[src/rtl/vt512_wb_ctrl.sv]
// rtl/vt512_wb_ctrl.sv - VT512 Wishbone slave front-end, CSRs and target-bus sequencer
module vt512_wb_ctrl #(
  parameter int          DATA_WIDTH = 32,
  parameter logic [15:0] BASE_PAGE  = 16'h414E,
  parameter int          TIMEOUT    = 255
) (
  input  logic                  wb_clk_i,
  input  logic                  wb_rst_n_i,
  input  logic                  wbs_stb_i,
  input  logic                  wbs_cyc_i,
  input  logic                  wbs_we_i,
  input  logic [3:0]            wbs_sel_i,
  input  logic [31:0]           wbs_adr_i,
  input  logic [DATA_WIDTH-1:0] wbs_dat_i,
  output logic                  wbs_ack_o,
  output logic [DATA_WIDTH-1:0] wbs_dat_o,
  output logic                  tgt_valid_o,
  input  logic                  tgt_ready_i,
  output logic [1:0]            tgt_sel_o,
  output logic [5:0]            tgt_idx_o,
  output logic [DATA_WIDTH-1:0] tgt_data_o,
  output logic                  engine_start_o,
  input  logic                  engine_done_i,
  output logic                  irq_o
);

  localparam logic [7:0] PAGE_CTRL   = 8'h00;
  localparam logic [7:0] PAGE_WEIGHT = 8'h57;
  localparam logic [7:0] PAGE_BIAS   = 8'h42;
  localparam logic [7:0] PAGE_IMAGE  = 8'h49;
  localparam logic [7:0] TMO_LAST    = 8'(TIMEOUT - 1);

  typedef enum logic [1:0] {IDLE, XFER, ACK} state_t;

  state_t                state;
  logic [7:0]            tmo_cnt;
  logic                  busy, done, irq_en, prot_err, tmo_err;

  logic                  req, page_hit, is_ctrl, is_data, idle_req, ctrl_wr;
  logic                  start_fire, clr, prot_set, done_set, tmo_hit;
  logic                  done_nxt, irq_en_nxt;
  logic [1:0]            data_sel;
  logic [DATA_WIDTH-1:0] rd_data;

  // Byte-select bits above 0 and the word-aligned low address bits carry no meaning here
  logic unused_inputs;
  assign unused_inputs = ^{wbs_sel_i[3:1], wbs_adr_i[1:0]};

  // Address decode, flag set/clear conditions and CSR read mux
  always_comb begin
    req        = wbs_cyc_i & wbs_stb_i;
    page_hit   = (wbs_adr_i[31:16] == BASE_PAGE);
    is_ctrl    = page_hit && (wbs_adr_i[15:8] == PAGE_CTRL);
    is_data    = 1'b0;
    data_sel   = 2'd0;
    if (page_hit) begin
      case (wbs_adr_i[15:8])
        PAGE_WEIGHT: begin is_data = 1'b1; data_sel = 2'd0; end
        PAGE_BIAS:   begin is_data = 1'b1; data_sel = 2'd1; end
        PAGE_IMAGE:  begin is_data = 1'b1; data_sel = 2'd2; end
        default:     begin is_data = 1'b0; data_sel = 2'd0; end
      endcase
    end
    idle_req   = (state == IDLE) && req;
    ctrl_wr    = idle_req && wbs_we_i && is_ctrl && (wbs_adr_i[7:0] == 8'h00) && wbs_sel_i[0];
    start_fire = ctrl_wr && wbs_dat_i[0] && !busy;
    clr        = ctrl_wr && wbs_dat_i[2];
    prot_set   = idle_req && (!(is_ctrl || is_data) || (is_data && wbs_we_i && busy));
    done_set   = engine_done_i && busy;
    tmo_hit    = (state == XFER) && !tgt_ready_i && (tmo_cnt == TMO_LAST);
    // A flag being set in the same cycle as CLR keeps its new value
    done_nxt   = done_set | (done & ~clr);
    irq_en_nxt = ctrl_wr ? wbs_dat_i[1] : irq_en;
    rd_data    = '0;
    if (is_ctrl && (wbs_adr_i[7:0] == 8'h00)) begin
      rd_data[1] = irq_en;
    end else if (is_ctrl && (wbs_adr_i[7:0] == 8'h04)) begin
      rd_data[3:0] = {prot_err, tmo_err, done, busy};
    end
  end

  // Request sequencer FSM with registered bus/target outputs and status flags
  always_ff @(posedge wb_clk_i or negedge wb_rst_n_i) begin
    if (!wb_rst_n_i) begin
      state          <= IDLE;
      tmo_cnt        <= 8'd0;
      busy           <= 1'b0;
      done           <= 1'b0;
      irq_en         <= 1'b0;
      prot_err       <= 1'b0;
      tmo_err        <= 1'b0;
      wbs_ack_o      <= 1'b0;
      wbs_dat_o      <= '0;
      tgt_valid_o    <= 1'b0;
      tgt_sel_o      <= 2'd0;
      tgt_idx_o      <= 6'd0;
      tgt_data_o     <= '0;
      engine_start_o <= 1'b0;
      irq_o          <= 1'b0;
    end else begin
      wbs_ack_o      <= 1'b0;
      wbs_dat_o      <= '0;
      engine_start_o <= start_fire;
      done           <= done_nxt;
      irq_en         <= irq_en_nxt;
      irq_o          <= done_nxt & irq_en_nxt;
      prot_err       <= prot_set | (prot_err & ~clr);
      tmo_err        <= tmo_hit | (tmo_err & ~clr);
      if (start_fire) begin
        busy <= 1'b1;
      end else if (done_set) begin
        busy <= 1'b0;
      end
      case (state)
        IDLE: begin
          if (req) begin
            if (wbs_we_i && is_data && !busy) begin
              state       <= XFER;
              tmo_cnt     <= 8'd0;
              tgt_valid_o <= 1'b1;
              tgt_sel_o   <= data_sel;
              tgt_idx_o   <= wbs_adr_i[7:2];
              tgt_data_o  <= wbs_dat_i;
            end else begin
              state     <= ACK;
              wbs_ack_o <= 1'b1;
              wbs_dat_o <= wbs_we_i ? '0 : rd_data;
            end
          end
        end
        XFER: begin
          if (tgt_ready_i || tmo_hit) begin
            tgt_valid_o <= 1'b0;
            // An abandoned cycle gets no acknowledge
            if (wbs_cyc_i) begin
              state     <= ACK;
              wbs_ack_o <= 1'b1;
            end else begin
              state <= IDLE;
            end
          end else begin
            tmo_cnt <= tmo_cnt + 8'd1;
          end
        end
        ACK:     state <= IDLE;
        default: state <= IDLE;
      endcase
    end
  end

endmodule

[config.mk]
export PLATFORM = sky130hd
export DESIGN_NAME = vt512_wb_ctrl
export DESIGN_NICKNAME = d
export VERILOG_FILES = /design/src/rtl/vt512_wb_ctrl.sv
export SDC_FILE = /design/constraint.sdc
export NUM_CORES = 1
export LEC_CHECK = 0
export ABC_AREA = 0
export BUFFER_PORTS_ARGS = -buffer_cell sky130_fd_sc_hd__buf_2
export CAP_MARGIN = 20
export CORE_MARGIN = 2
export CORE_UTILIZATION = 38
export CTS_CLUSTER_SIZE = 8
export DETAILED_ROUTE_END_ITERATION = 10
export PLACE_DENSITY = 0.68
export SLEW_MARGIN = 20
export SYNTH_ARGS = -nofsm -noshare
export SYNTH_HDL_FRONTEND = slang
export SYNTH_SLANG_ARGS = --single-unit
[constraint.sdc]
create_clock -name wb_clk_i -period 4.7 [get_ports wb_clk_i]
set_input_delay 0.47 -clock wb_clk_i [delete_from_list [all_inputs] [get_ports wb_clk_i]]
set_output_delay 0.47 -clock wb_clk_i [all_outputs]
set_load 0.02 [all_outputs]
==> PnR_summary.wiki, run 1 <==
{| class="wikitable"
! Metric !! Value
|-
| Final HPWL DP || 4870 um
|-
| DR vias || 2217
|-
| Leakage power of the design || 0.00212 uW
|-
| Clock insertion delay at the later pin of the skew report || 330 ps
|-
| Power per standard cell area || 282 mW/mm2
|-
| Critical Path RT || 4920 ps
|-
| Number of flops mapped to enable cells by yosys || 0
|-
| Most frequent cell after synthesis || dfrtp_1
|-
| Min Tclk post-route || 2320 ps
|-
| Area leader, netlist || dfrtp_1
|-
| Mapped Cells || 244
|-
| Post-detailed-route count of antenna-violating nets || 0
|-
| Number of antenna violations at the first check in global routing || 0
|-
| Routability-driven placement congestion ratio || 0.840
|-
| Number of detailed-routing iterations run before antenna repair || 5
|-
| TritonCTS sink count || 63
|-
| Summed negative setup slack over all endpoints || 0 ps
|-
| Net switching power of the design || 273 uW
|-
| Number of diodes added for antenna fixing || 0
|-
| Most area-consuming cells after synthesis || dfrtp_1 (50%), mux2_4 (19%), buf_4 (6.7%)
|-
| Core region area || 0.00813 mm2
|-
| Die Outline Area || 0.00906 mm2
|-
| Result of the run || completed
|-
| Final-report hold violation count || 0
|-
| Setup violation total in the final timing report || 0
|-
| Top cell type's share of synthesized area || 0.499
|-
| Clock transition time at the flip-flop clock pins of the worst setup and hold paths || 80 ps
|-
| Number of global-route vias before repair || 2094
|-
| Maximum buffer depth of the clock tree || 2
|-
| Sequential cell area || 0.00158 mm2
|-
| Cell family contributing the most delay on the critical path || simple AND/OR/NAND/NOR gates
|-
| Via density || 4.63
|-
| Number of primary I/O pins || 151
|-
| Sw frac || 0.249
|-
| Combinational share of power || 0.074
|-
| Hold-fix buffers at CTS || 0
|-
| Post-synthesis async set-or-reset flop share || 1.00
|-
| Kind of end point of the critical path || flip-flop
|-
| Count of input and output buffers || 119
|-
| Peak supply drop || 0.105 mV
|-
| Global Route Usage Sum || 0.143
|-
| # resized after CTS || 0
|-
| DR iter-0 viols || 56
|-
| Count of max-cap constraint violations || 0
|-
| Combined buffer and inverter count along the critical path || 0
|-
| Worst slack, placed || 2070 ps
|-
| Grt total ovfl || 0
|-
| Signed area change from the synthesized netlist to the final layout || 22.9%
|-
| Register bit count reported by yosys || 63
|-
| Worst slew pin tran || 1090 ps
|-
| Worst-path cell with the longest stage delay || nor4_1
|-
| Initial core utilization || 0.388
|-
| Warning count from the yosys run || 0
|-
| Worst setup skew after layout || 7.25 ps
|-
| Number of rows created at floorplan || 33
|-
| Slew Viols, Final || 0
|-
| Floorplan die height || 95.2 um
|-
| Ratio of final minimum period to clock period || 0.493
|-
| Worst-case register-to-register setup slack || 2380 ps
|-
| Wire per inst || 13.7 um
|-
| Root buffer selected by CTS || clkbuf_8
|-
| Pin count of the biggest net entering global routing || 64
|-
| Ranking of synthesized cells by instance count || dfrtp_1 (63), mux2_4 (39), buf_4 (28)
|-
| Fraction of layout cells with a size suffix above 1 || 0.492
|-
| Cell area after synthesis || 0.00316 mm2
|-
| H-Tree Depth || 3
|-
| Part of the total power dissipated in sequential elements || 0.502
|-
| Critical Path, Cell by Cell || and4bb_1, nand2_1, nor4_1, nand4_1, a22o_1
|-
| Normalized max-slew margin || 0.268
|-
| Dominant register cell in the synthesized netlist || dfrtp_1
|-
| Setup repair after global routing missed its margin || false
|-
| Die width || 95.2 um
|-
| Post-synthesis area per instance || 12.9 um2
|-
| Fillers || 763
|-
| Cell internal pwr || 821 uW
|-
| Area taken by multi-input logic gates || 0.00134 mm2
|-
| Class of the tightest hold or removal check || in2async
|-
| Distinct cells, synth || 49
|-
| Number of buffers inserted to repair setup after CTS || 0
|-
| Final Routed Wirelength || 6540 um
|-
| Maximum fanout encountered on the critical timing path || 6
|-
| Share of synthesized area occupied by flip-flops and latches || 0.499
|-
| TritonCTS clock tree || yes
|-
| CP arrival || 2530 ps
|-
| Largest stage delay on the critical path || 830 ps
|-
| Setup CP Type || reg2reg
|-
| Maximum clock frequency || 432 MHz
|-
| Critical Path Start Type || flip-flop
|-
| Relative contribution of the clock network to total power || 0.423
|-
| First-pass GRT wire length || 9960 um
|-
| Number of buffers created by CTS || 9
|-
| DRC || 0
|-
| Worst setup slack after layout || 2380 ps
|-
| Layout Nets || 446
|}
-- state kept, by name (all words and copies together), names as in the netlist, 2 cells and up --
register    count
tgt_data_o     32
tmo_cnt         8
tgt_idx_o       6
wbs_dat_o       4
state           2
tgt_sel_o       2
-- layout by cell type (no fill, tap or decap), types with 2 or more instances in the layout --
cell type / netlist / final
conb_1: 1 / 28
a21o_1: 2 / 2
nor2_1: 7 / 7
o22ai_1: 3 / 3
nand2_1: 15 / 15
nor4_1: 3 / 3
nor3_1: 5 / 5
mux2_1: 2 / 2
clkinvlp_4: 0 / 2
ha_1: 2 / 2
clkinv_2: 0 / 2
nor4b_1: 2 / 2
a21oi_1: 6 / 6
clkbuf_8: 0 / 9
o21ai_0: 3 / 3
or3_1: 2 / 2
inv_1: 8 / 8
nand3_1: 7 / 7
mux2_4: 39 / 39
dfrtp_1: 63 / 63
nor2b_1: 4 / 4
and3_1: 3 / 3
a31oi_1: 5 / 5
buf_2: 0 / 119
and2_1: 3 / 3
-- worst register-to-register path, delay by kind of cell, from the launching register on --
kind / cells / cell delay, ps
AOI/OAI and AO/OA: 1 / 300
DFF: 1 / 400
and+or+nand+nor: 4 / 1500
-- per-stage QoR --
step	instance area, um2	hold WS, ps	total power [uW]	std cells	utilization
after floorplan	3260	174	611	271	-
after global placement	3680	454	639	463	0.453
after detailed placement	3680	458	641	463	0.453
after CTS	3880	310	1110	479	0.477
after global routing	3880	340	1140	479	0.477
final	3880	300	1090	479	0.477
-- final cells by class --
class,instances,area share
inverter,9,0.00870
sequential,63,0.406
multi-input combinational,166,0.345
clock buffer,9,0.0319
timing repair buffer,120,0.155
clock inverter,7,0.0187
tap,105,0.0338
-- cells by family after synthesis --
family | count (synthesis) | synth area share
AOI/OAI and AO/OA | 29 | 0.0614
adders and majority gates | 2 | 0.00792
buffers and inverters | 42 | 0.109
DFF | 63 | 0.499
muxes | 43 | 0.199
other | 1 | 0.00119
and+or+nand+nor | 64 | 0.122
-- metal layers --
metal  share of wire  routed length, um  global-route usage  vias up
met5               0                  0                   0        -
met4           0.016                103              0.0628        0
met3           0.091                596              0.0348       12
met2            0.47               3050               0.236       94
met1            0.43               2790               0.179     1054
li1                -                  -                   -     1057
-- power by group through the flow --
stage,sequential [uW],combinational [uW],clock (uW)
final,549,81.4,463
after CTS,549,81.9,481
after global placement,559,79.9,0
after detailed placement,560,81.6,0
after global routing,549,90.1,504
after floorplan,559,51.3,0
-- worst paths after layout --
kind | startpoint | end | cells after the start
max in group asynchronous | wb_rst_n_i | tmo_cnt[6]$_DFFE_PN0P_ | 2
max | state[0]$_DFFE_PN0P_ | tmo_err$_DFF_PN0_ | 5
min in group wb_clk_i | engine_done_i | busy$_DFFE_PN0P_ | 2
max reg2reg | state[0]$_DFFE_PN0P_ | tmo_err$_DFF_PN0_ | 5
min | wb_rst_n_i | tgt_data_o[20]$_DFFE_PN0P_ | 2
min reg2reg | tgt_valid_o$_DFFE_PN0P_ | tgt_valid_o$_DFFE_PN0P_ | 1
Note: power is estimated with default switching activity, not from simulation.
==> inputs of run 2 (changes only) <==
Clock period 4.7 ns to 2.3 ns, I/O delays scaled along.
==> run 2 against run 1 <==
Effect of this change:
- sequential power grew 100%
- clock power grew 140%
- register-to-register slack lost 2000 ps
- setup slack lost 2000 ps
- utilization grew 1.7 points
- critical path type unchanged
- worst hold slack lost 220 ps
- clock-buffer cell count is the same
- clock skew grew 2.1 ps
- power grew 120%
==> PnR_summary.wiki, run 2 (same netlist as run 1, synthesis figures left out) <==
{| class="wikitable"
! Metric !! Value
|-
| Result of the run || completed
|-
| Most flop-heavy register || tgt_data_o
|-
| Global Route Usage Sum || 0.150
|-
| Met3 usage in global routing || 0.0522
|-
| Min Tclk post-route || 1940 ps
|-
| Number of antenna violations at the first check in global routing || 1
|-
| Clock transition time at the flip-flop clock pins of the worst setup and hold paths || 70 ps
|-
| CP arrival || 2160 ps
|-
| Post-detailed-route count of antenna-violating nets || 0
|-
| Pin count of the biggest net entering global routing || 33
|-
| Placed Cells incl. Taps || 471
|-
| Ratio of final minimum period to clock period || 0.845
|-
| Critical Path RT || 2520 ps
|-
| Global-route track usage on met1 || 0.180
|-
| TritonCTS sink count || 63
|-
| TritonCTS clock tree || yes
|-
| Setup CP Type || reg2reg
|-
| Critical Path, Cell by Cell || and4bb_1, nand2_1, a21oi_2, and2_4, buf_12, mux2_4
|-
| DRC || 0
|-
| Layout Nets || 455
|-
| Root buffer selected by CTS || clkbuf_8
|-
| Final HPWL DP || 5200 um
|-
| Leakage power of the design || 0.00220 uW
|-
| Count of input and output buffers || 119
|-
| Maximum buffer depth of the clock tree || 2
|-
| Max reg flops || 32
|-
| H-Tree Depth || 3
|-
| Floorplan die height || 95.2 um
|-
| Die width || 95.2 um
|-
| Setup repair after global routing missed its margin || false
|-
| Via density || 4.72
|-
| Critical Path Start Type || flip-flop
|-
| Maximum clock frequency || 514 MHz
|-
| Worst hold-check slack || 84.1 ps
|-
| Largest stage delay on the critical path || 410 ps
|-
| Number of detailed-routing iterations run before antenna repair || 4
|-
| Fillers || 737
|-
| Class of the tightest hold or removal check || in2reg
|-
| Power per standard cell area || 593 mW/mm2
|-
| Signed area change from the synthesized netlist to the final layout || 27.1%
|-
| Fraction of layout cells with a size suffix above 1 || 0.501
|-
| DR iter-0 viols || 62
|-
| Clock insertion delay at the later pin of the skew report || 340 ps
|-
| Final Routed Wirelength || 6840 um
|-
| Initial core utilization || 0.388
|-
| Worst setup slack after layout || 356 ps
|-
| Final-report hold violation count || 0
|-
| Routability-driven placement congestion ratio || 0.801
|-
| Number of diodes added for antenna fixing || 0
|-
| Kind of end point of the critical path || flip-flop
|-
| Grt total ovfl || 0
|-
| Die Outline Area || 0.00906 mm2
|-
| Power, Total || 2380 uW
|-
| # resized after CTS || 0
|-
| Core region area || 0.00813 mm2
|-
| Peak supply drop || 0.343 mV
|-
| Wire per inst || 14.0 um
|-
| Leading cell type in the layout, fill and taps excluded || buf_2
|-
| Worst setup skew after layout || 9.33 ps
|-
| Worst slack, placed || 229 ps
|-
| Final Non-Filler Cells || 488
|-
| Number of rows created at floorplan || 33
|-
| Worst-path cell with the longest stage delay || dfrtp_1
|-
| Number of buffers created by CTS || 9
|-
| DR vias || 2303
|-
| Count of max-cap constraint violations || 0
|-
| Slew Viols, Final || 0
|-
| Summed negative setup slack over all endpoints || 0 ps
|-
| Met2 track demand over resource || 0.249
|-
| Regs by FF count || tgt_data_o x32, tmo_cnt x8, tgt_idx_o x6
|-
| Setup violation total in the final timing report || 0
|-
| Highest-count cells in the layout ignoring fill and taps || buf_2 (119), dfrtp_1 (63), mux2_4 (39)
|-
| Number of primary I/O pins || 151
|-
| Maximum fanout encountered on the critical timing path || 13
|-
| First-pass GRT wire length || 10300 um
|-
| GRT Max-Usage Layer || met2
|-
| Number of global-route vias before repair || 2199
|}
==> run 2: changes by cell type in the layout (fill, tap and decap cells not counted), sizes merged <==
| cell | previous run | this run |
|---|---|---|
| buf | 120 | 128 |
| inv | 10 | 13 |
| clkinv | 3 | 1 |
| clkinvlp | 2 | 0 |
| bufinv | 1 | 2 |
| dlygate4sd3 | 0 | 1 |
==> run 2: area by class of cell <==
class                   instances  area (um2)  share of cell area
repair buffers                129         711               0.177
clock inverters                 7         100              0.0249
well taps                     105         131              0.0327
inverters                       9        33.8             0.00841
clock buffers                   9         124              0.0308
flip-flops and latches         63        1580               0.393
multi-input cells             166        1340               0.334
==> run 2: power by group <==
| part | switching, uW | internal [uW] |
|---|---|---|
| Sequential | 8.72 | 1110 |
| Combinational | 107 | 64.1 |
| Clock | 463 | 623 |
| Total | 579 | 1800 |
==> run 2: per-layer routing <==
metal | up-vias | routed length (um)
li1 | 1084 | -
met1 | 1108 | 2890
met2 | 103 | 3280
met3 | 8 | 586
met4 | 0 | 79
met5 | - | 0
==> run 2: repair_timing <==
action | in CTS | in global routing
buffers inserted | 0 | 0
hold buffers | 1 | 0
endpoints found under the hold margin | 7 | 0
==> run 2: path summary, 6_finish.rpt <==
check | from | to | slack [ps] | cells past startpoint
max | state[1]$_DFFE_PN0P_ | tgt_idx_o[1]$_DFFE_PN0P_ | 360 | 6
min | engine_done_i | busy$_DFFE_PN0P_ | 80 | 2
max reg2reg | state[1]$_DFFE_PN0P_ | tgt_idx_o[1]$_DFFE_PN0P_ | 360 | 6
min reg2reg | tgt_valid_o$_DFFE_PN0P_ | tgt_valid_o$_DFFE_PN0P_ | 480 | 1
max in group asynchronous | wb_rst_n_i | tmo_cnt[0]$_DFFE_PN0P_ | 1370 | 3
min in group asynchronous | wb_rst_n_i | tgt_data_o[22]$_DFFE_PN0P_ | 260 | 2
==> run 2: metrics by stage <==
step | util | instance area (um2)
floorplan | - | 3260
global placement | 0.465 | 3780
detailed placement | 0.465 | 3780
CTS | 0.494 | 4020
global route | 0.494 | 4020
finish | 0.494 | 4020
==> run 2: worst max-delay path: cells and delay by family (launching register included) <==
kind | cells | cell delay, ps
and+or+nand+nor | 3 | 730
DFF | 1 | 410
muxes | 1 | 310
buffers and inverters | 1 | 200
AOI/OAI and AO/OA | 1 | 170
==> inputs of run 3 (changes only) <==
Settings changed: ABC_AREA 0 to 1, PLACE_DENSITY 0.68 to 0.67.
Clock period 2.3 ns to 1.88 ns, I/O delays scaled along.
==> run 3 against run 2 <==
Effect of this change:
- power up 28%
- setup slack worse by 180 ps
- largest power group unchanged
- largest cell class unchanged
- utilization shrank 0.64 points
- clock power rose by 23%
- worst hold slack worse by 39 ps
==> PnR_summary.wiki, run 3 <==
{| class="wikitable"
! Metric !! Value
|-
| Die width || 97.4 um
|-
| Share of cell area taken by muxes after synthesis || 0
|-
| Root buffer selected by CTS || clkbuf_8
|-
| Number of rows created at floorplan || 34
|-
| Most frequent cell after synthesis || nand2_1
|-
| Met3 usage in global routing || 0.0302
|-
| Instance area after placement || 0.00394 mm2
|-
| DR vias || 3104
|-
| Synth Area in XOR/XNOR || 0.00793
|-
| Register bit count reported by yosys || 63
|-
| Maximum fanout encountered on the critical timing path || 9
|-
| Setup repair after global routing missed its margin || false
|-
| Post-synthesis area per instance || 7.54 um2
|-
| Leakage power of the design || 0.00251 uW
|-
| Initial core utilization || 0.385
|-
| Setup CP Type || reg2reg
|-
| Via density || 4.58
|-
| Number of diodes added for antenna fixing || 0
|-
| Worst setup slack after layout || 174 ps
|-
| Signed area change from the synthesized netlist to the final layout || 26.4%
|-
| Fraction of layout cells with a size suffix above 1 || 0.263
|-
| First-pass GRT wire length || 13300 um
|-
| Fraction of the mapped netlist area in simple logic gates || 0.296
|-
| Final Non-Filler Cells || 678
|-
| Post-detailed-route count of antenna-violating nets || 0
|-
| Pin count of the biggest net entering global routing || 32
|-
| Dominant register cell in the synthesized netlist || dfrtp_1
|-
| Maximum clock frequency || 586 MHz
|-
| Max reg flops || 32
|-
| Final-report hold violation count || 0
|-
| Highest-count cells in the layout ignoring fill and taps || nand2_1 (157), buf_2 (119), dfrtp_1 (63)
|-
| Top cell type's share of synthesized area || 0.476
|-
| Number of global-route vias before repair || 2934
|-
| Arithmetic-cell share of the synthesized area counting full adders, half adders and majority gates || 0.00756
|-
| Number of buffers created by CTS || 9
|-
| Count of max-cap constraint violations || 0
|-
| Ratio of final minimum period to clock period || 0.908
|-
| Kind of end point of the critical path || flip-flop
|-
| Slew Viols, Final || 0
|-
| Power per standard cell area || 725 mW/mm2
|-
| TritonCTS sink count || 63
|-
| Post-route core utilization || 0.487
|-
| Placed Cells incl. Taps || 661
|-
| DRC || 0
|-
| Critical Path, Cell by Cell || inv_1, ha_1, nand2_1, nor3_1, nand4_1, nand3_1, nand2_2, nand2_4, nand2_1, nand2_1
|-
| Setup violation total in the final timing report || 0
|-
| Summed negative setup slack over all endpoints || 0 ps
|-
| TritonCTS clock tree || yes
|-
| Critical Path RT || 2150 ps
|-
| Number of buffers inserted to repair setup after CTS || 0
|-
| Met2 track demand over resource || 0.286
|-
| GRT Max-Usage Layer || met2
|-
| Area taken by multi-input logic gates || 0.00139 mm2
|-
| Number of detailed-routing iterations run before antenna repair || 4
|-
| Floorplan die height || 97.4 um
|-
| Most flop-heavy register || tgt_data_o
|-
| Ranking of synthesized cells by instance count || nand2_1 (157), dfrtp_1 (63), nor2_1 (47)
|-
| Cell area after synthesis || 0.00331 mm2
|-
| Fillers || 854
|-
| Largest family of logic cells by synthesized area || simple AND/OR/NAND/NOR gates
|-
| DR iter-0 viols || 81
|-
| Number of flops mapped to enable cells by yosys || 0
|-
| Routability-driven placement congestion ratio || 0.833
|-
| Clock transition time at the flip-flop clock pins of the worst setup and hold paths || 80 ps
|-
| Worst setup skew after layout || 10.8 ps
|-
| Final HPWL DP || 6080 um
|-
| Mapped Cells || 439
|-
| Peak supply drop || 0.279 mV
|-
| Post-synthesis async set-or-reset flop share || 1.00
|-
| Most frequent cell on the critical path || nand2_1
|-
| H-Tree Depth || 3
|-
| Min Tclk post-route || 1710 ps
|-
| Warning count from the yosys run || 0
|-
| Number of primary I/O pins || 151
|-
| Compound-gate portion of the synthesized area || 0.0759
|-
| Final Routed Wirelength || 8090 um
|-
| Wire per inst || 11.9 um
|-
| Global-route track usage on met1 || 0.225
|-
| Clock insertion delay at the later pin of the skew report || 340 ps
|-
| Distinct cells, synth || 24
|-
| Number of antenna violations at the first check in global routing || 0
|-
| Core region area || 0.00859 mm2
|-
| CP arrival || 1980 ps
|-
| Grt total ovfl || 0
|-
| Layout Nets || 642
|-
| Die Outline Area || 0.00948 mm2
|-
| Count of input and output buffers || 119
|-
| Most area-consuming cells after synthesis || dfrtp_1 (48%), nand2_1 (18%), o21ai_0 (7.0%)
|-
| Maximum buffer depth of the clock tree || 2
|-
| Class of the tightest hold or removal check || in2reg
|-
| Result of the run || completed
|-
| Leading cell type in the layout, fill and taps excluded || nand2_1
|-
| Sequential cell area || 0.00158 mm2
|-
| Final non-filler cell area || 0.00419 mm2
|-
| Largest stage delay on the critical path || 420 ps
|-
| Worst slack, placed || 172 ps
|-
| Area leader, netlist || dfrtp_1
|-
| Critical Path Start Type || flip-flop
|-
| Regs by FF count || tgt_data_o x32, tmo_cnt x8, tgt_idx_o x6
|-
| Worst-path cell with the longest stage delay || dfrtp_1
|-
| Share of synthesized area occupied by flip-flops and latches || 0.476
|-
| Global Route Usage Sum || 0.175
|}
-- run 3: cell count changes after synthesis, sizes merged, moves of 4 or more --
| cell | delta |
|---|---|
| a21oi | -4 |
| nor2 | +42 |
| nand3 | +10 |
| and2 | -4 |
| a31oi | -5 |
| inv | +32 |
| mux2 | -42 |
| nand2 | +145 |
| nor2b | -4 |
| clkbuf | +8 |
| o21ai | +42 |
-- run 3: what timing repair did --
item	4_1_cts	5_1_grt
gates resized for setup	0	1
endpoints found under the hold margin	12	0
setup endpoints to repair	0	4
hold buffers	1	0
-- run 3: logic make-up after synthesis --
logic type | after synthesis
AOI/OAI and AO/OA | 50
and+or+nand+nor | 238
xor gates and xnor gates | 3
buffers and inverters | 82
DFF | 63
adders and majority gates | 2
other | 1
-- run 3: through the flow --
stage,total power (uW),hold WS [ps]
after floorplan,1600,-108
after global placement,1710,107
after detailed placement,1720,106
after CTS,3070,31.5
after global routing,3170,44.6
final,3040,45.5
-- run 3: power breakdown --
part           leakage, uW  total (uW)  switching, uW  internal, uW
clock network     0.000109        1340            555           789
logic              0.00154         312            210           102
registers         0.000862        1380           9.10          1370
total              0.00251        3040            774          2260
-- run 3: cell type report --
type,instances,area share
clock buffer,10,0.0329
clock inverter,6,0.0221
inverter,41,0.0367
multi-input combinational,321,0.333
sequential,63,0.376
tap,108,0.0323
timing repair buffer,129,0.167
-- run 3: worst paths after layout --
check                                        endpoint  slack, ps               startpoint  cells past startpoint
max reg2reg                    tmo_cnt[3]$_DFFE_PN0P_        170   tmo_cnt[0]$_DFFE_PN0P_                     10
min                                  busy$_DFFE_PN0P_         50            engine_done_i                      2
min in group asynchronous  tgt_data_o[10]$_DFFE_PN0P_        270               wb_rst_n_i                      2
max in group asynchronous  tgt_data_o[28]$_DFFE_PN0P_       1040               wb_rst_n_i                      3
max                            tmo_cnt[3]$_DFFE_PN0P_        170   tmo_cnt[0]$_DFFE_PN0P_                     10
min reg2reg                   tgt_valid_o$_DFFE_PN0P_        470  tgt_valid_o$_DFFE_PN0P_                      2
-- run 3: critical path, delay by kind of cell, from the launching register on --
family	cells	cell delay [ps]
fa+ha+maj	1	150
buf+inv	1	70
simple gates	8	1000
flops	1	420
-- run 3: metal layers --
metal | wire length, um | part of all wire | up-vias
li1 | - | - | 1552
met1 | 3550 | 0.44 | 1418
met2 | 3820 | 0.47 | 117
met3 | 525 | 0.065 | 17
met4 | 197 | 0.024 | 0
met5 | 0 | 0 | -
